File: src/rtl/fp_multiplier_iter_pkg.sv
// fp_mul_pkg: shared types and elaboration helpers for the iterative FP multiplier.
//   bias(ew)            exponent bias 2**(ew-1)-1
//   iter_count(mw, rb)  number of shift-add iterations (mw+1)/rb
//   canonical_nan(ew,mw) quiet NaN {0, all-ones exp, 1, 0..} in the low ew+mw+1 bits
//   classify(...)       operand class from exponent/fraction flags
package fp_mul_pkg;

  typedef enum logic [1:0] {
    FPC_ZERO = 2'd0,
    FPC_NORM = 2'd1,
    FPC_INF  = 2'd2,
    FPC_NAN  = 2'd3
  } fp_class_t;

  function automatic int bias(input int ew);
    return (1 << (ew - 1)) - 1;
  endfunction

  function automatic int iter_count(input int mw, input int rb);
    return (mw + 1) / rb;
  endfunction

  function automatic logic [63:0] canonical_nan(input int ew, input int mw);
    logic [63:0] ones_exp;
    ones_exp = (64'd1 << ew) - 64'd1;
    return (ones_exp << mw) | (64'd1 << (mw - 1));
  endfunction

  // Exponent zero is treated as zero regardless of fraction (denormals are zero).
  function automatic fp_class_t classify(input logic exp_zero, input logic exp_ones,
                                         input logic frac_zero);
    fp_class_t c;
    if (exp_zero) begin
      c = FPC_ZERO;
    end else if (!exp_ones) begin
      c = FPC_NORM;
    end else if (frac_zero) begin
      c = FPC_INF;
    end else begin
      c = FPC_NAN;
    end
    return c;
  endfunction

endpackage

File: src/rtl/fp_multiplier_iter_round_pack.sv
// fp_mul_round_pack: combinational normalise / round / exponent range check / pack.
// Optional macro FPMUL_IEEE_SPECIALS_EN selects IEEE special-value handling;
// without it the legacy saturation rules apply.
// Ports:
//   prod_top_i  MW+3    top bits of the product register P[top:top-1-M]
//   sign_i      1       result sign
//   exp_sum_i   EW+1    raw exponent sum xe+ye
//   x_cls_i     class   operand A class
//   y_cls_i     class   operand B class
//   z_o         EW+MW+1 packed result
module fp_mul_round_pack
  import fp_mul_pkg::*;
#(
  parameter int EW = 8,
  parameter int MW = 23
) (
  input  logic [MW+2:0]  prod_top_i,
  input  logic           sign_i,
  input  logic [EW:0]    exp_sum_i,
  input  fp_class_t      x_cls_i,
  input  fp_class_t      y_cls_i,
  output logic [EW+MW:0] z_o
);

  localparam int M    = MW + 1;
  localparam int BIAS = bias(EW);
`ifdef FPMUL_IEEE_SPECIALS_EN
  localparam logic [63:0] CNAN_W = canonical_nan(EW, MW);
`endif

  logic          top_s;
  logic [MW:0]   mant_src_s;   // mantissa bits plus guard bit, hidden 1 dropped
  logic [MW-1:0] mant_s;
  logic [EW+1:0] e1_s;         // two's complement, EW+2 bits
  logic          neg_s;

  // Normalise, round half-up at the guard bit, and compute the biased exponent.
  always_comb begin
    top_s      = prod_top_i[M+1];
    mant_src_s = top_s ? prod_top_i[MW+1:1] : prod_top_i[MW:0];
    // Adding 1 at the guard bit carries into the mantissa only when guard=1;
    // a carry out of the mantissa is dropped, not renormalised.
    mant_s     = mant_src_s[MW:1] + MW'(mant_src_s[0]);
    e1_s       = (EW+2)'(exp_sum_i) - (EW+2)'(BIAS) + (EW+2)'(top_s);
    neg_s      = e1_s[EW+1];
  end

  // Special-case selection and packing.
  always_comb begin
    z_o = '0;
`ifdef FPMUL_IEEE_SPECIALS_EN
    if ((x_cls_i == FPC_NAN) || (y_cls_i == FPC_NAN) ||
        ((x_cls_i == FPC_ZERO) && (y_cls_i == FPC_INF)) ||
        ((x_cls_i == FPC_INF) && (y_cls_i == FPC_ZERO))) begin
      z_o = CNAN_W[EW+MW:0];
    end else if ((x_cls_i == FPC_INF) || (y_cls_i == FPC_INF)) begin
      z_o = {sign_i, {EW{1'b1}}, {MW{1'b0}}};
    end else if ((x_cls_i == FPC_ZERO) || (y_cls_i == FPC_ZERO)) begin
      z_o = {sign_i, {(EW+MW){1'b0}}};
    end else if (!neg_s && (e1_s[EW] || (&e1_s[EW-1:0]))) begin
      z_o = {sign_i, {EW{1'b1}}, {MW{1'b0}}};
    end else if (neg_s || (e1_s == '0)) begin
      z_o = {sign_i, {(EW+MW){1'b0}}};
    end else begin
      z_o = {sign_i, e1_s[EW-1:0], mant_s};
    end
`else
    if ((x_cls_i == FPC_ZERO) || (y_cls_i == FPC_ZERO)) begin
      z_o = '0;
    end else if (neg_s) begin
      z_o = '0;
    end else if (e1_s[EW]) begin
      // e1 >= 2**EW saturates the exponent but keeps the mantissa.
      z_o = {sign_i, {EW{1'b1}}, mant_s};
    end else begin
      z_o = {sign_i, e1_s[EW-1:0], mant_s};
    end
`endif
  end

endmodule

File: src/rtl/fp_multiplier_iter.sv
// fp_multiplier_iter: iterative shift-add floating-point multiplier with run/stall
// handshake. RB multiplier bits are retired per cycle; the result appears after a
// fixed N+1 stall cycles, N = (MW+1)/RB. Optional macro FPMUL_IEEE_SPECIALS_EN
// enables IEEE Inf/NaN/signed-zero handling in fp_mul_round_pack.
// Ports:
//   clk    in   1        rising-edge clock
//   rst    in   1        asynchronous active-high reset
//   run    in   1        operation request, held until stall drops
//   x, y   in   EW+MW+1  operands {sign, exp, frac}
//   stall  out  1        run & ~done
//   z      out  EW+MW+1  product, valid when run=1 and stall=0
module fp_multiplier_iter
  import fp_mul_pkg::*;
#(
  parameter int EW = 8,
  parameter int MW = 23,
  parameter int RB = 1
) (
  input  logic           clk,
  input  logic           rst,
  input  logic           run,
  input  logic [EW+MW:0] x,
  input  logic [EW+MW:0] y,
  output logic           stall,
  output logic [EW+MW:0] z
);

  localparam int M  = MW + 1;
  localparam int N  = iter_count(MW, RB);
  localparam int SW = $clog2(N + 2);
  localparam logic [SW-1:0] S_DONE = SW'(N + 1);

  generate
    if ((M % RB) != 0) begin : g_rb_check
      $error("fp_multiplier_iter: MW+1 must be a multiple of RB");
    end
  endgenerate

  logic [SW-1:0]     s_q, s_d;
  logic [2*M-1:0]    p_q, p_d;
  logic [M-1:0]      x_sig, y_sig;
  logic [M+RB-1:0]   pp_s, sum_s;
  logic [2*M+RB-1:0] wide_s;
  logic [2*M-1:0]    iter_s;
  logic              done_s;
  logic [EW:0]       e0_s;
  fp_class_t         x_cls, y_cls;

  assign x_sig = {1'b1, x[MW-1:0]};
  assign y_sig = {1'b1, y[MW-1:0]};
  assign x_cls = classify(x[EW+MW-1:MW] == '0, &x[EW+MW-1:MW], x[MW-1:0] == '0);
  assign y_cls = classify(y[EW+MW-1:MW] == '0, &y[EW+MW-1:MW], y[MW-1:0] == '0);
  assign e0_s  = {1'b0, x[EW+MW-1:MW]} + {1'b0, y[EW+MW-1:MW]};

  // One shift-add step: add the low RB multiplier bits times 1.frac(y) to the
  // high half, then shift the whole register right by RB.
  always_comb begin
    pp_s   = (M+RB)'(p_q[RB-1:0]) * (M+RB)'(y_sig);
    sum_s  = (M+RB)'(p_q[2*M-1:M]) + pp_s;
    wide_s = {sum_s, p_q[M-1:0]};
    iter_s = (2*M)'(wide_s >> RB);
  end

  // Step counter and product register next state.
  always_comb begin
    s_d = s_q;
    p_d = p_q;
    if (!run || (s_q == S_DONE)) begin
      s_d = '0;
    end else begin
      s_d = s_q + SW'(1);
    end
    if (!run || (s_q == '0)) begin
      p_d = {{M{1'b0}}, x_sig};
    end else if (s_q != S_DONE) begin
      p_d = iter_s;
    end else begin
      p_d = p_q;
    end
  end

  // State registers.
  always_ff @(posedge clk or posedge rst) begin
    if (rst) begin
      s_q <= '0;
      p_q <= '0;
    end else begin
      s_q <= s_d;
      p_q <= p_d;
    end
  end

  assign done_s = (s_q == S_DONE);
  assign stall  = run & ~done_s;

  fp_mul_round_pack #(
    .EW(EW),
    .MW(MW)
  ) u_round_pack (
    .prod_top_i (p_q[2*M-1:M-2]),
    .sign_i     (x[EW+MW] ^ y[EW+MW]),
    .exp_sum_i  (e0_s),
    .x_cls_i    (x_cls),
    .y_cls_i    (y_cls),
    .z_o        (z)
  );

endmodule
File: config.mk
export PLATFORM = sky130hd
export DESIGN_NAME = fp_multiplier_iter
export DESIGN_NICKNAME = d
export VERILOG_FILES = /design/src/rtl/fp_multiplier_iter_pkg.sv /design/src/rtl/fp_multiplier_iter_round_pack.sv /design/src/rtl/fp_multiplier_iter.sv
export SDC_FILE = /design/constraint.sdc
export NUM_CORES = 1
export LEC_CHECK = 0
export BUFFER_PORTS_ARGS = -buffer_cell sky130_fd_sc_hd__buf_4
export CELL_PAD_IN_SITES_DETAIL_PLACEMENT = 0
export CELL_PAD_IN_SITES_GLOBAL_PLACEMENT = 1
export CORE_ASPECT_RATIO = 0.75
export CORE_MARGIN = 2
export CORE_UTILIZATION = 46
export CTS_BUF_LIST = sky130_fd_sc_hd__clkbuf_8
export CTS_CLUSTER_DIAMETER = 100
export DETAILED_ROUTE_END_ITERATION = 10
export MAX_ROUTING_LAYER = met4
export PLACE_DENSITY_LB_ADDON = 0.3
export SETUP_SLACK_MARGIN = 0.4
export SYNTH_ARGS = -nofsm -noshare
export SYNTH_HDL_FRONTEND = slang
export SYNTH_HIERARCHICAL = 1
export SYNTH_SLANG_ARGS = --single-unit
File: constraint.sdc
create_clock -name clk -period 8.5 [get_ports clk]
set_clock_uncertainty 0.15 [all_clocks]
set_input_delay 0.425 -clock clk [delete_from_list [all_inputs] [get_ports clk]]
set_output_delay 0.425 -clock clk [all_outputs]
set_load 0.05 [all_outputs]
* Word level (Yosys, flattened, before mapping) *
Cells that the tools add are included.

storage, ports and cells
  register bits after elaboration = 53
  bits in latches = 0
  bits in read-only memories = 0
  logic and storage cells = 41
  input bits = 67
  bits in writable memories = 0
  memories = 0
  output and inout port bits = 33

operators by class
  eq/ne operators = 2
  multiplexer cells = 13
  add/sub/neg operators = 6
  div/mod/pow operators = 0
  bitwise gates (word level) = 3
  reductions and logical operators = 14
  magnitude comparators = 0
  multiply operators = 1
  shift operators = 0

operators by type and width
  cell                                                                 number
  48-bit two-way mux                                                   2
  32-bit two-way mux                                                   2
  23-bit zero test                                                     2
  31-bit two-way mux                                                   1
  24-bit by 25-bit adder with 25-bit output                            1
  1-bit by 24-bit multiplier with 25-bit output                        1
  24-bit two-way mux                                                   1
  23-bit by 1-bit adder with 23-bit output                             1
  8-bit zero test                                                      2
  8-bit AND reduction                                                  2
  10-bit by 1-bit adder with 10-bit output                             1
  9-bit by 7-bit subtractor with 10-bit output, second input constant  1
  8-bit by 8-bit adder with 9-bit output                               1
  2-bit two-way mux                                                    4
  5-bit by 1-bit adder with 5-bit output, second input constant        1
  5-bit == test, second input constant                                 1
  5-bit zero test                                                      1
  5-bit two-way mux                                                    1
  5-bit != test, second input constant                                 1
  2-bit zero test                                                      2
  1-bit logical OR                                                     3
  1-bit two-way mux                                                    2
  2-bit nonzero test                                                   1
  1-bit bitwise AND                                                    1
  3 further kinds                                                      3

* Longest topological paths before layout *
Gate-level depths: netlist of the first run.

  word-level depth = 7
  gate-level depth with buffers = 15
  depth with buffers taken out = 14

* Hierarchy *
Netlist of the first run, hierarchy kept.

by module, submodules not included
  module              cells an instance  area an instance (um^2)  times used  sequential area each (um^2)
  fp_multiplier_iter  472                4016.4                   1           1326.3
  fp_mul_round_pack   207                1365.1                   1           0.0

* Worst setup path after synthesis of the first run *
No wires, ideal clock.

  kind = input to output
  from = input y[23]
  to = output z[10]
  buffers on the path = 1
  required time = 7.925 ns
  path slack = 4.164 ns
  stages = 15
  arrival = 3.761 ns
  path through = ha_1 > inv_1 > fa_1 > inv_1 > a21oi_1 > o21ai_0 > a21o_1 > a21o_1 > xor2_1 > nand3_1 > nor2_1 > or3_1 > o221ai_1 > clkbuf_1 > a211oi_1

between the ends
  elaborated cells between the ends (all ways) = 11
  those cells by class = add/sub (3); mux (4); reduce/logical (4)

RTL lines
  what                                          RTL line                             source
  from (decl)                                   fp_multiplier_iter.sv:23             input logic [EW+MW:0] y,
  8-bit by 8-bit adder with 9-bit output        fp_multiplier_iter.sv:53             assign e0_s = {1'b0, x[EW+MW-1:MW]} + {1'b0, y[EW+MW-1:MW]};
  net e0_s[6]                                   fp_multiplier_iter.sv:46             logic [EW:0] e0_s;
  9-bit by 7-bit subtractor with 10-bit output  fp_multiplier_iter_round_pack.sv:44  e1_s = (EW+2)'(exp_sum_i) - (EW+2)'(BIAS) + (EW+2)'(top_s);
  10-bit by 1-bit adder with 10-bit output      fp_multiplier_iter_round_pack.sv:44
  32-bit two-way mux                            fp_multiplier_iter_round_pack.sv:70  end else if (neg_s) begin
  32-bit two-way mux                            fp_multiplier_iter_round_pack.sv:68  if ((x_cls_i == FPC_ZERO) || (y_cls_i == FPC_ZERO)) begin
  to (decl)                                     fp_multiplier_iter.sv:25             output logic [EW+MW:0] z

The timed path passes the listed nets, and every way through them passes these cells.

* Worst setup path after layout of the first run *
  from = register p_q[47]
  to = output z[16]

between the ends
  word-level cells in the longest chain between the ends = 5
  elaborated cells between the ends (all ways) = 6
  those cells by class = add/sub (2); mux (4)

ends and longest elaborated chain
  what                                      RTL line                             source
  from (decl)                               fp_multiplier_iter.sv:40             logic [2*M-1:0] p_q, p_d;
  from (signal assigned)                    fp_multiplier_iter.sv:89             p_q <= p_d;
  24-bit two-way mux                        fp_multiplier_iter_round_pack.sv:40  mant_src_s = top_s ? prod_top_i[MW+1:1] : prod_top_i[MW:0];
  23-bit by 1-bit adder with 23-bit output  fp_multiplier_iter_round_pack.sv:43  mant_s = mant_src_s[MW:1] + MW'(mant_src_s[0]);
  31-bit two-way mux                        fp_multiplier_iter_round_pack.sv:72  end else if (e1_s[EW]) begin
  32-bit two-way mux (*)                    fp_multiplier_iter_round_pack.sv:70
  32-bit two-way mux (*)                    fp_multiplier_iter_round_pack.sv:68

Mark *: on every way between the ends. The rest lies on a longest branch, timed or not.

==> results.md, run 1 <==
- Synth top area share: 0.246
- Post-CTS setup buffers: 0
- Min-Delay Path Class: in -> async
- Diodes inserted: 0
- P per Cell Area: 143 nW/um^2
- Post-synth top cells: nand2_1, nor2_1, dfrtp_1
- Post_cts resized: 0
- WL final: 14,900 microns
- Cell taking the most area after synthesis: dfrtp_1
- Initial Util: 0.469
- Final period util: 0.474
- Root Buffer: clkbuf_8
- Max transition margin: 0.309
- Placed cell count: 892
- Clk buf depth: 2
- GR Util All Layers: 0.247
- Synth cell types: 61
- Startpoint types: register
- Top-count cell post-synth: nand2_1
- Syn Inst Count: 679
- Clk_lat worst skew: 300 ps
- Nets: 863
- Initial antenna violation count: 0
- Post-synthesis sequential area ratio: 0.246
- CP Class: reg -> out
- Slew @ Worst Pin: 1040 ps
- DPL Wire Length: 11,400 microns
- Ys Warns: 6
- CTS Hold Bufs: 0
- Critical Path End Type: output port
- Layout cells sized above 1: 0.179
- Setup ws final: 4470 ps
- Core area: 11,500 sq um
- Row Count: 34
- Mapped Nets: 787
- Die height: 97.7 microns
- Vias in the first global route: 4,901
- Pins Over Slew Limit: 0
- Worst Path Required: 7930 ps
- Static leakage: 0.00264 uW
- DR vias/cell: 5.88
- Top cells by area, synth: dfrtp_1, ha_1, nand2_1
- Final Hold Viols: 0
- Fraction of registers with async set/reset: 1.00
- Critical Path AT: 3450 ps
- Via Count: 5,290
- Final setup violation count: 0
- DRC: 0
- Mapped Area: 5380 sq um
- Htree depth: 2
- Chip width: 129 microns
- Finished Layout Cells: 900
- Critical register-to-register path startpoint: p_q[0]$_DFFE_PP0P_
- Status: complete, no violations
- I/O pins: 100
- Clock Sinks: 53
- Setup TNS: 0 ps
- Fillers: 1,080
- Peak VDD IR: 0.0826 mV
- Antenna Nets Post-Route: 0
- Final min period: 4030 ps
- Fmax: 248 MHz
- Max Cap Violations: 0
- TritonRoute pass-1 iters: 4
- Port bufs: 99
- GP Congestion: 0.887
- Area growth from synthesis to layout: 17.6%
- Cts bufs inserted: 5
- Syn avg cell area: 7.93 sq um
- DRT iter0 DRCs: 368
- DIE AREA: 12,600 sq um
- First-pass GRT wire length: 25,000 microns
- Crit path launch: p_q[47]$_DFFE_PP0P_
- Clock-pin slew on the worst setup and hold paths: 90 ps
- RSZ-0062 raised after global routing: false
- Pre-CTS WS: 4570 ps
- GR Overflow Total: 0
- EDFF count, synth: 0
- Register bit total from synthesis: 53
- Worst-path maximum fanout: 46
- WL per Instance: 16.5 microns
- CTS tree: built
- Main flop type after synthesis: dfrtp_1
- Largest net degree at the start of global routing: 54
[final cells by class]
cell class / count / area [sq um] / share of cell area
multi-input cells: 562 / 3810 / 0.602
flip-flops and latches: 53 / 1330 / 0.210
repair buffers: 105 / 788 / 0.125
well taps: 144 / 180 / 0.0285
inverters: 28 / 105 / 0.0166
clock buffers: 6 / 82.6 / 0.0131
clock inverters: 2 / 37.5 / 0.00593
[cell families (layout without fill, tap and decap cells)]
kind of cell | Yosys count | in the layout | synth area share
AOI/OAI and AO/OA | 161 | 161 | 0.210
xor gates and xnor gates | 59 | 59 | 0.0960
adders and majority gates | 41 | 41 | 0.0981
buffers and inverters | 64 | 141 | 0.0484
DFF | 53 | 53 | 0.246
muxes | 20 | 20 | 0.0393
and+or+nand+nor | 281 | 281 | 0.262
[state kept, by name (all words and copies together) (netlist names)]
name	flops
p_q	48
s_q	5
[power breakdown]
| group | total, uW | internal [uW] | switching, uW | leakage, uW |
|---|---|---|---|---|
| Clock | 178 | 95.8 | 82.6 | 0.0000574 |
| Combinational | 411 | 153 | 257 | 0.00190 |
| Sequential | 316 | 277 | 38.8 | 0.000679 |
[critical path, stage by stage, from the launching register on]
cell      delay (ps)
dfrtp_1          400
buf_4            480
mux2_2           260
ha_1             220
ha_1             280
nand4_1          190
a211oi_1         590
nand3_1          170
xnor2_1          170
nor2b_1          170
buf_4            210
[per-layer routing]
metal  track usage  vias up  routed length, microns
met5             -        -                       0
met3        0.0231       11                     829
met1         0.373     2515                    7410
met4        0.0385        0                     128
li1              -     2614                       -
met2         0.366      150                    6500
[metrics by stage]
step	total power, uW	hold WS (ps)	utilization	instance area, sq um
after floorplan	600	323	-	5380
after global placement	720	336	0.540	6210
after detailed placement	728	344	0.540	6210
after CTS	909	172	0.551	6330
after global routing	961	200	0.551	6330
final	905	147	0.551	6330
[worst paths after layout]
kind	slack, ps	cells past startpoint	endpoint
min	150	3	p_q[12]$_DFFE_PP0P_
max in group asynchronous	7590	3	p_q[24]$_DFFE_PP0P_
min in group clk	210	2	p_q[19]$_DFFE_PP0P_
max	4470	10	z[16]
max reg2reg	5210	12	p_q[45]$_DFFE_PP0P_
min reg2reg	370	1	p_q[19]$_DFFE_PP0P_
[cells in the final DEF (no fill, tap or decap), drive strengths merged, types with 7 or more instances in the layout]
master	netlist	final
o21ai	40	40
nor2	64	64
xor2	25	25
buf	13	105
nand2	80	80
nor3	7	7
nor4	15	15
and2	26	26
inv	28	28
a211oi	13	13
ha	39	39
nand4	21	21
dfrtp	53	53
mux2i	14	14
a21oi	38	38
nand3	32	32
a21o	12	12
a221o	23	23
xnor2	34	34
Note: power is estimated with default switching activity, not from simulation.
==> run 2, diff against run 1 <==
- CORE_UTILIZATION: 46 -> 39
- clock period: 8.5 -> 3.51 ns (I/O delays scaled with it)
==> results.md, run 2 (synthesized netlist as in run 1, its figures left out) <==
- Status: complete, no violations (unchanged)
- Worst Path Required: 3180 ps (was 7930 ps)
- Final min period: 3080 ps
- Pins Over Slew Limit: 0 (unchanged)
- Via Count: 5,715 (was 5,290)
- Pre-CTS WS: -55.3 ps (was 4570 ps)
- Clock Sinks: 53 (unchanged)
- Fmax: 324 MHz
- Max reg flops: 48 (unchanged)
- Critical path endpoint: z[18] (was z[16])
- I/O pins: 100 (unchanged)
- RSZ-0062 raised after global routing: true (was false)
- Worst r2r path cells: 11 (was 12)
- Number of cells on the critical path: 13 (was 10)
- Clk_lat worst skew: 320 ps (was 300 ps)
- Max transition margin: 0.424 (was 0.309)
- WHS: 239 ps (was 147 ps)
- GR Util All Layers: 0.242 (was 0.247)
- CP cell instances: buf_4 > ha_1 > a21o_1 > a21oi_2 > o21ai_1 > a21oi_2 > o21ai_1 > xor2_1 > or3_4 > o221ai_4 > buf_12 > nor3_4 > buf_6 (was buf_4 > mux2_2 > ha_1 > ha_1 > nand4_1 > a211oi_1 > nand3_1 > xnor2_1 > nor2b_1 > buf_4)
- Min-Delay Path Class: in -> reg (was in -> async)
- DRT iter0 DRCs: 447 (was 368)
- Buf/Inv on CP: 3 (was 2)
- Final Hold Viols: 0 (unchanged)
- DIE AREA: 14,800 sq um (was 12,600 sq um)
- Worst-path maximum fanout: 7 (was 46)
- Final setup violation count: 0 (unchanged)
- Slew @ Worst Pin: 862 ps (was 1040 ps)
- CP top delay family: compound AO/OA/AOI/OAI gates (was buffers and inverters)
- DR vias/cell: 5.73 (was 5.88)
- Initial Util: 0.395 (was 0.469)
- Htree depth: 2 (unchanged)
- Core area: 13,600 sq um (was 11,500 sq um)
- Area growth from synthesis to layout: 42.0% (was 17.6%)
- Flop pwr share: 0.290 (was 0.349)
- Root Buffer: clkbuf_8 (unchanged)
- Clock-pin slew on the worst setup and hold paths: 110 ps (was 90 ps)
- WL per Instance: 17.9 microns (was 16.5 microns)
- Diodes inserted: 0 (unchanged)
- DRC: 0 (unchanged)
- Internal power: 1490 uW (was 526 uW)
- CTS tree: built (unchanged)
- Critical Path End Type: output port (unchanged)
- Max Cap Violations: 0 (unchanged)
- Layout cells sized above 1: 0.291 (was 0.179)
- Most common cell after layout, fill and taps aside: buf_4 (unchanged)
- Critical register-to-register path startpoint: p_q[0]$_DFFE_PP0P_ (unchanged)
- First-pass GRT wire length: 28,400 microns (was 25,000 microns)
- Cell area after layout: 7640 sq um (was 6330 sq um)
- DP Area: 6690 sq um (was 6210 sq um)
- GR Overflow Total: 0 (unchanged)
- Biggest regs: p_q x48, s_q x5 (unchanged)
- Cts bufs inserted: 5 (unchanged)
- Most frequent cells in the layout: buf_4, nand2_1, dfrtp_1 (was buf_4, nand2_1, nor2_1)
- Clock share of power: 0.165 (was 0.197)
- Port bufs: 99 (unchanged)
- Sw frac: 0.430 (was 0.418)
- Crit path launch: y[24] (was p_q[47]$_DFFE_PP0P_)
- WL final: 17,900 microns (was 14,900 microns)
- Initial antenna violation count: 0 (unchanged)
- Clk buf depth: 2 (unchanged)
- Chip width: 140 microns (was 129 microns)
- TritonRoute pass-1 iters: 5 (was 4)
- Worst path slowest cell: ha_1 (was a211oi_1)
- P per Cell Area: 341 nW/um^2 (was 143 nW/um^2)
- DPL Wire Length: 12,900 microns (was 11,400 microns)
- Reg2Reg Setup Slack: 500 ps (was 5210 ps)
- GP Congestion: 0.947 (was 0.887)
- FF-to-FF End: p_q[41]$_DFFE_PP0P_ (was p_q[45]$_DFFE_PP0P_)
- CP max stage delay: 280 ps (was 590 ps)
- Largest Register: p_q (unchanged)
- CP Class: in -> out (was reg -> out)
- Final Util: 0.562 (was 0.551)
- Peak VDD IR: 0.439 mV (was 0.0826 mV)
- Comb power frac: 0.545 (was 0.454)
- Nets: 929 (was 863)
- Antenna Nets Post-Route: 0 (unchanged)
- Largest net degree at the start of global routing: 43 (was 54)
- Setup ws final: 427 ps (was 4470 ps)
- Net Sw Power: 1120 uW (was 378 uW)
- Static leakage: 0.00309 uW (was 0.00264 uW)
- Row Count: 37 (was 34)
- Vias in the first global route: 5,375 (was 4,901)
- Startpoint types: primary input (was register)
- Critical Path AT: 2760 ps (was 3450 ps)
- Die height: 106 microns (was 97.7 microns)
- Final period util: 0.878
==> run 2: cell types whose count changed in the layout (fill, tap and decap cells not counted), sizes merged <==
cell	delta
buf	+40
clkinv	+1
dlygate4sd3	+25
==> run 2: repair_timing <==
action | 4_1_cts | 5_1_grt
gates cloned | 1 | 0
setup endpoints to repair | 36 | 38
hold buffers | 25 | 0
buffers inserted | 16 | 14
pin swaps | 13 | 17
gates resized for setup | 41 | 40
hold endpoints to repair | 63 | 0
==> run 2: worst min-delay path by stage <==
stage | startpoint | end | slack (ps) | cells past startpoint
final | y[0] | p_q[23]$_DFFE_PP0P_ | 240 | 4
after global routing | y[0] | p_q[23]$_DFFE_PP0P_ | 250 | 4
after CTS | y[1] | p_q[24]$_DFFE_PP0P_ | 210 | 4
after detailed placement | rst | p_q[13]$_DFFE_PP0P_ | 250 | 2
after global placement | rst | p_q[11]$_DFFE_PP0P_ | 240 | 2
after floorplan | x[0] | p_q[0]$_DFFE_PP0P_ | 170 | 1
==> run 2: power groups by stage <==
| stage | Clock, uW | Sequential (uW) | Combinational, uW |
|---|---|---|---|
| floorplan | 0 | 730 | 875 |
| global placement | 0 | 762 | 1180 |
| detailed placement | 0 | 765 | 1200 |
| CTS | 445 | 754 | 1330 |
| global route | 470 | 764 | 1510 |
| finish | 431 | 756 | 1420 |
==> run 2: worst min-delay path, delay by kind of cell <==
kind            cells  cell delay [ps]
fa+ha+maj           1              160
compound gates      1              140
buf+inv             1               80
simple gates        1              120
==> run 2: layer usage <==
| layer | GRT usage | part of all wire | vias to the layer above |
|---|---|---|---|
| li1 | - | - | 2731 |
| met1 | 0.361 | 0.49 | 2775 |
| met2 | 0.357 | 0.44 | 184 |
| met3 | 0.0277 | 0.054 | 25 |
| met4 | 0.0457 | 0.016 | 0 |
| met5 | - | 0 | - |
==> run 2: area by class of cell <==
class                   count  area (sq um)
multi-input cells         562          4320
clock inverters             3          43.8
well taps                 175           219
repair buffers            171          1550
clock buffers               5          68.8
flip-flops and latches     53          1330
inverters                  28           109
fillers                  1233          5970
==> run 2: stage by stage <==
stage          TNS (ps)  total power (uW)  std cells
2_1_floorplan         0              1600        679
3_3_place_gp          0              1940        933
3_5_place_dp       -252              1970        933
4_1_cts               0              2530        983
5_1_grt               0              2740        997
6_report              0              2610        997
==> run 3, diff against run 2 <==
- ABC_AREA: unset -> 1
- CORE_UTILIZATION: 39 -> 37
- SLEW_MARGIN: unset -> 40
==> results.md, run 3 <==
- Status: complete, no violations (unchanged)
- Sink of the worst hold path: p_q[23]$_DFFE_PP0P_ (unchanged)
- Post-synthesis sequential area ratio: 0.220 (was 0.246)
- Worst r2r path cells: 16 (was 11)
- CTS tree: built (unchanged)
- Static leakage: 0.00402 uW (was 0.00309 uW)
- Reg2Reg Setup Slack: 770 ps (was 500 ps)
- Critical register-to-register path startpoint: p_q[0]$_DFFE_PP0P_ (unchanged)
- Mapped Area: 6020 sq um (was 5380 sq um)
- Mapped Nets: 1,120 (was 787)
- Largest Register: p_q (unchanged)
- Max reg flops: 48 (unchanged)
- Most frequent cells in the layout: nand2_1, inv_1, buf_4 (was buf_4, nand2_1, dfrtp_1)
- GP Congestion: 0.874 (was 0.947)
- Synth top area share: 0.240 (was 0.246)
- Syn Inst Count: 1,012 (was 679)
- Slew @ Worst Pin: 660 ps (was 862 ps)
- WL per Instance: 13.7 microns (was 17.9 microns)
- Biggest regs: p_q x48, s_q x5 (unchanged)
- First-pass GRT wire length: 29,800 microns (was 28,400 microns)
- Clk buf depth: 2 (unchanged)
- Met2 Use GR: 0.339 (was 0.357)
- Die height: 114 microns (was 106 microns)
- CP max stage delay: 460 ps (was 280 ps)
- Min-Delay Path Class: in -> reg (unchanged)
- I/O pins: 100 (unchanged)
- Critical Path End Type: output port (unchanged)
- Main flop type after synthesis: dfrtp_1 (unchanged)
- Antenna Nets Post-Route: 0 (unchanged)
- DIE AREA: 17,300 sq um (was 14,800 sq um)
- RSZ-0062 raised after global routing: true (unchanged)
- WL final: 18,300 microns (was 17,900 microns)
- Core area: 16,000 sq um (was 13,600 sq um)
- Startpoint types: register (was primary input)
- Area growth from synthesis to layout: 22.2% (was 42.0%)
- Vias in the first global route: 5,884 (was 5,375)
- GR Overflow Total: 0 (unchanged)
- Cts bufs inserted: 5 (unchanged)
- Met3 Resource Use GR: 0.0386 (was 0.0277)
- Nets: 1,239 (was 929)
- Max Cap Violations: 0 (unchanged)
- Cell taking the most area after synthesis: nand2_1 (was dfrtp_1)
- GR Util All Layers: 0.224 (was 0.242)
- HP Start: y[0] (unchanged)
- Syn avg cell area: 5.95 sq um (was 7.93 sq um)
- Worst path slowest cell: dfrtp_2 (was ha_1)
- DRC: 0 (unchanged)
- Hold Path Depth: 6 (was 4)
- Htree depth: 2 (unchanged)
- Largest net degree at the start of global routing: 38 (was 43)
- DRT iter0 DRCs: 358 (was 447)
- Via Count: 6,383 (was 5,715)
- Row Count: 40 (was 37)
- Critical Path AT: 2630 ps (was 2760 ps)
- Register bit total from synthesis: 53 (unchanged)
- Finished Layout Cells: 1,342 (was 997)
- Most common cell on crit path: nor2_4
- Synth cell types: 38 (was 61)
- Setup TNS: 0 ps (unchanged)
- FF-to-FF End: p_q[47]$_DFFE_PP0P_ (was p_q[41]$_DFFE_PP0P_)
- EDFF count, synth: 0 (unchanged)
- Clk_lat worst skew: 330 ps (was 320 ps)
- Ys Warns: 6 (unchanged)
- Peak VDD IR: 0.187 mV (was 0.439 mV)
- Final period util: 0.842 (was 0.878)
- Worst Path Required: 3180 ps (about the same)
- Diodes inserted: 0 (unchanged)
- Final Hold Viols: 0 (unchanged)
- CP Class: reg -> out (was in -> out)
- CP top delay family: simple AND/OR/NAND/NOR gates (was compound AO/OA/AOI/OAI gates)
- Top-count cell post-synth: nand2_1 (unchanged)
- Post-synth top cells: nand2_1, inv_1, nor2_1 (was nand2_1, nor2_1, dfrtp_1)
- Clock-pin slew on the worst setup and hold paths: 110 ps (about the same)
- Final Power: 2170 uW (was 2610 uW)
- DPL Wire Length: 15,000 microns (was 12,900 microns)
- Grt met1 use: 0.325 (was 0.361)
- Final min period: 2960 ps (was 3080 ps)
- Port bufs: 99 (unchanged)
- Initial Util: 0.377 (was 0.395)
- Fmax: 338 MHz (was 324 MHz)
- Layout cells sized above 1: 0.158 (was 0.291)
- Worst-path maximum fanout: 32 (was 7)
- Initial antenna violation count: 0 (unchanged)
- Final setup violation count: 0 (unchanged)
- P per Cell Area: 294 nW/um^2 (was 341 nW/um^2)
- Most common cell after layout, fill and taps aside: nand2_1 (was buf_4)
- Placed cell count: 1,308 (was 933)
- Cell area after layout: 7360 sq um (was 7640 sq um)
- Fillers: 1,716 (was 1,233)
- Clock Sinks: 53 (unchanged)
- Max transition margin: 0.559 (was 0.424)
- CP cell instances: buf_12 > o21ai_1 > ha_2 > ha_1 > nand3_2 > nor2_4 > nand2_4 > nor2_4 > nand2_1 > a21oi_1 > buf_4 (was buf_4 > ha_1 > a21o_1 > a21oi_2 > o21ai_1 > a21oi_2 > o21ai_1 > xor2_1 > or3_4 > o221ai_4 > buf_12 > nor3_4 > buf_6)
- Root Buffer: clkbuf_8 (unchanged)
- DR vias/cell: 4.76 (was 5.73)
- TritonRoute pass-1 iters: 5 (unchanged)
- Pins Over Slew Limit: 0 (unchanged)
- GRT busiest layer: met2 (was met1)
- Top cells by area, synth: nand2_1, dfrtp_1, inv_1 (was dfrtp_1, ha_1, nand2_1)
- Buf/Inv on CP: 2 (was 3)
- Fraction of registers with async set/reset: 1.00 (unchanged)
- DP Area: 6950 sq um (was 6690 sq um)
- Chip width: 151 microns (was 140 microns)
==> run 3: cell types whose count changed after synthesis, sizes merged, moves of 14 or more <==
| cell | delta |
|---|---|
| clkbuf | -20 |
| nor2 | +36 |
| mux2i | -14 |
| inv | +135 |
| a221o | -23 |
| nand2 | +326 |
| xnor2 | -31 |
| nand3 | +41 |
| and2 | -24 |
==> run 3: timing repair <==
action                                  4_1_cts  5_1_grt
endpoints found under the setup margin        8       23
pin swaps                                     0        6
resized for setup                             2       15
setup buffers                                 0        1
endpoints found under the hold margin        57        0
hold buffers                                 25        0
==> run 3: worst max-delay path by stage <==
stage / start / endpoint / slack, ps / depth (start not counted)
after floorplan: y[23] / z[28] / 290 / 13
after global placement: y[23] / z[30] / 370 / 15
after detailed placement: y[23] / z[30] / 300 / 15
after CTS: y[23] / z[30] / 460 / 15
after global routing: y[25] / z[30] / 380 / 15
final: p_q[47]$_DFFE_PP0P_ / z[14] / 550 / 11
==> run 3: power breakdown <==
part           switching (uW)  internal (uW)  leakage, uW  total [uW]
registers                53.8            666     0.000678         720
logic                     691            356      0.00329        1050
clock network             248            150    0.0000506         399
==> run 3: worst register-to-register path, delay by kind of cell (launching register included) <==
family	cells	cell delay (ps)
adder cells (fa/ha/maj)	2	630
buffers and inverters	3	270
flip-flops	1	580
AND/OR/NAND/NOR	11	1060
==> run 3: kinds of logic (layout without fill, tap and decap cells) <==
logic type                 Yosys count  count (layout)  synth area share
AOI/OAI and AO/OA                   86              86            0.0754
xor gates and xnor gates            23              23            0.0335
adders and majority gates           41              41            0.0877
buffers and inverters              183             303             0.129
DFF                                 53              53             0.220
and+or+nand+nor                    626             626             0.454
==> run 3: layout make-up <==
| cell class | instances | area [sq um] | share of cell area |
|---|---|---|---|
| Clock inverter | 3 | 28.8 | 0.00391 |
| Clock buffer | 5 | 68.8 | 0.00935 |
| Inverter | 163 | 621 | 0.0843 |
| Sequential cell | 53 | 1330 | 0.180 |
| Tap cell | 210 | 263 | 0.0357 |
| Timing Repair Buffer | 132 | 1080 | 0.147 |
| Multi-Input combinational cell | 776 | 3970 | 0.540 |
==> run 3: metal layers <==
| metal | wire length [microns] | part of all wire |
|---|---|---|
| met5 | 0 | 0 |
| met4 | 87 | 0.0047 |
| met3 | 1080 | 0.059 |
| met2 | 7470 | 0.41 |
| met1 | 9690 | 0.53 |
==> run 3: stage by stage <==
stage	utilization	hold slack [ps]	setup WS [ps]
3_3_place_gp	0.435	198	370
6_report	0.461	194	555
5_1_grt	0.461	244	379
3_5_place_dp	0.435	198	303
2_1_floorplan	-	158	291
4_1_cts	0.458	187	461
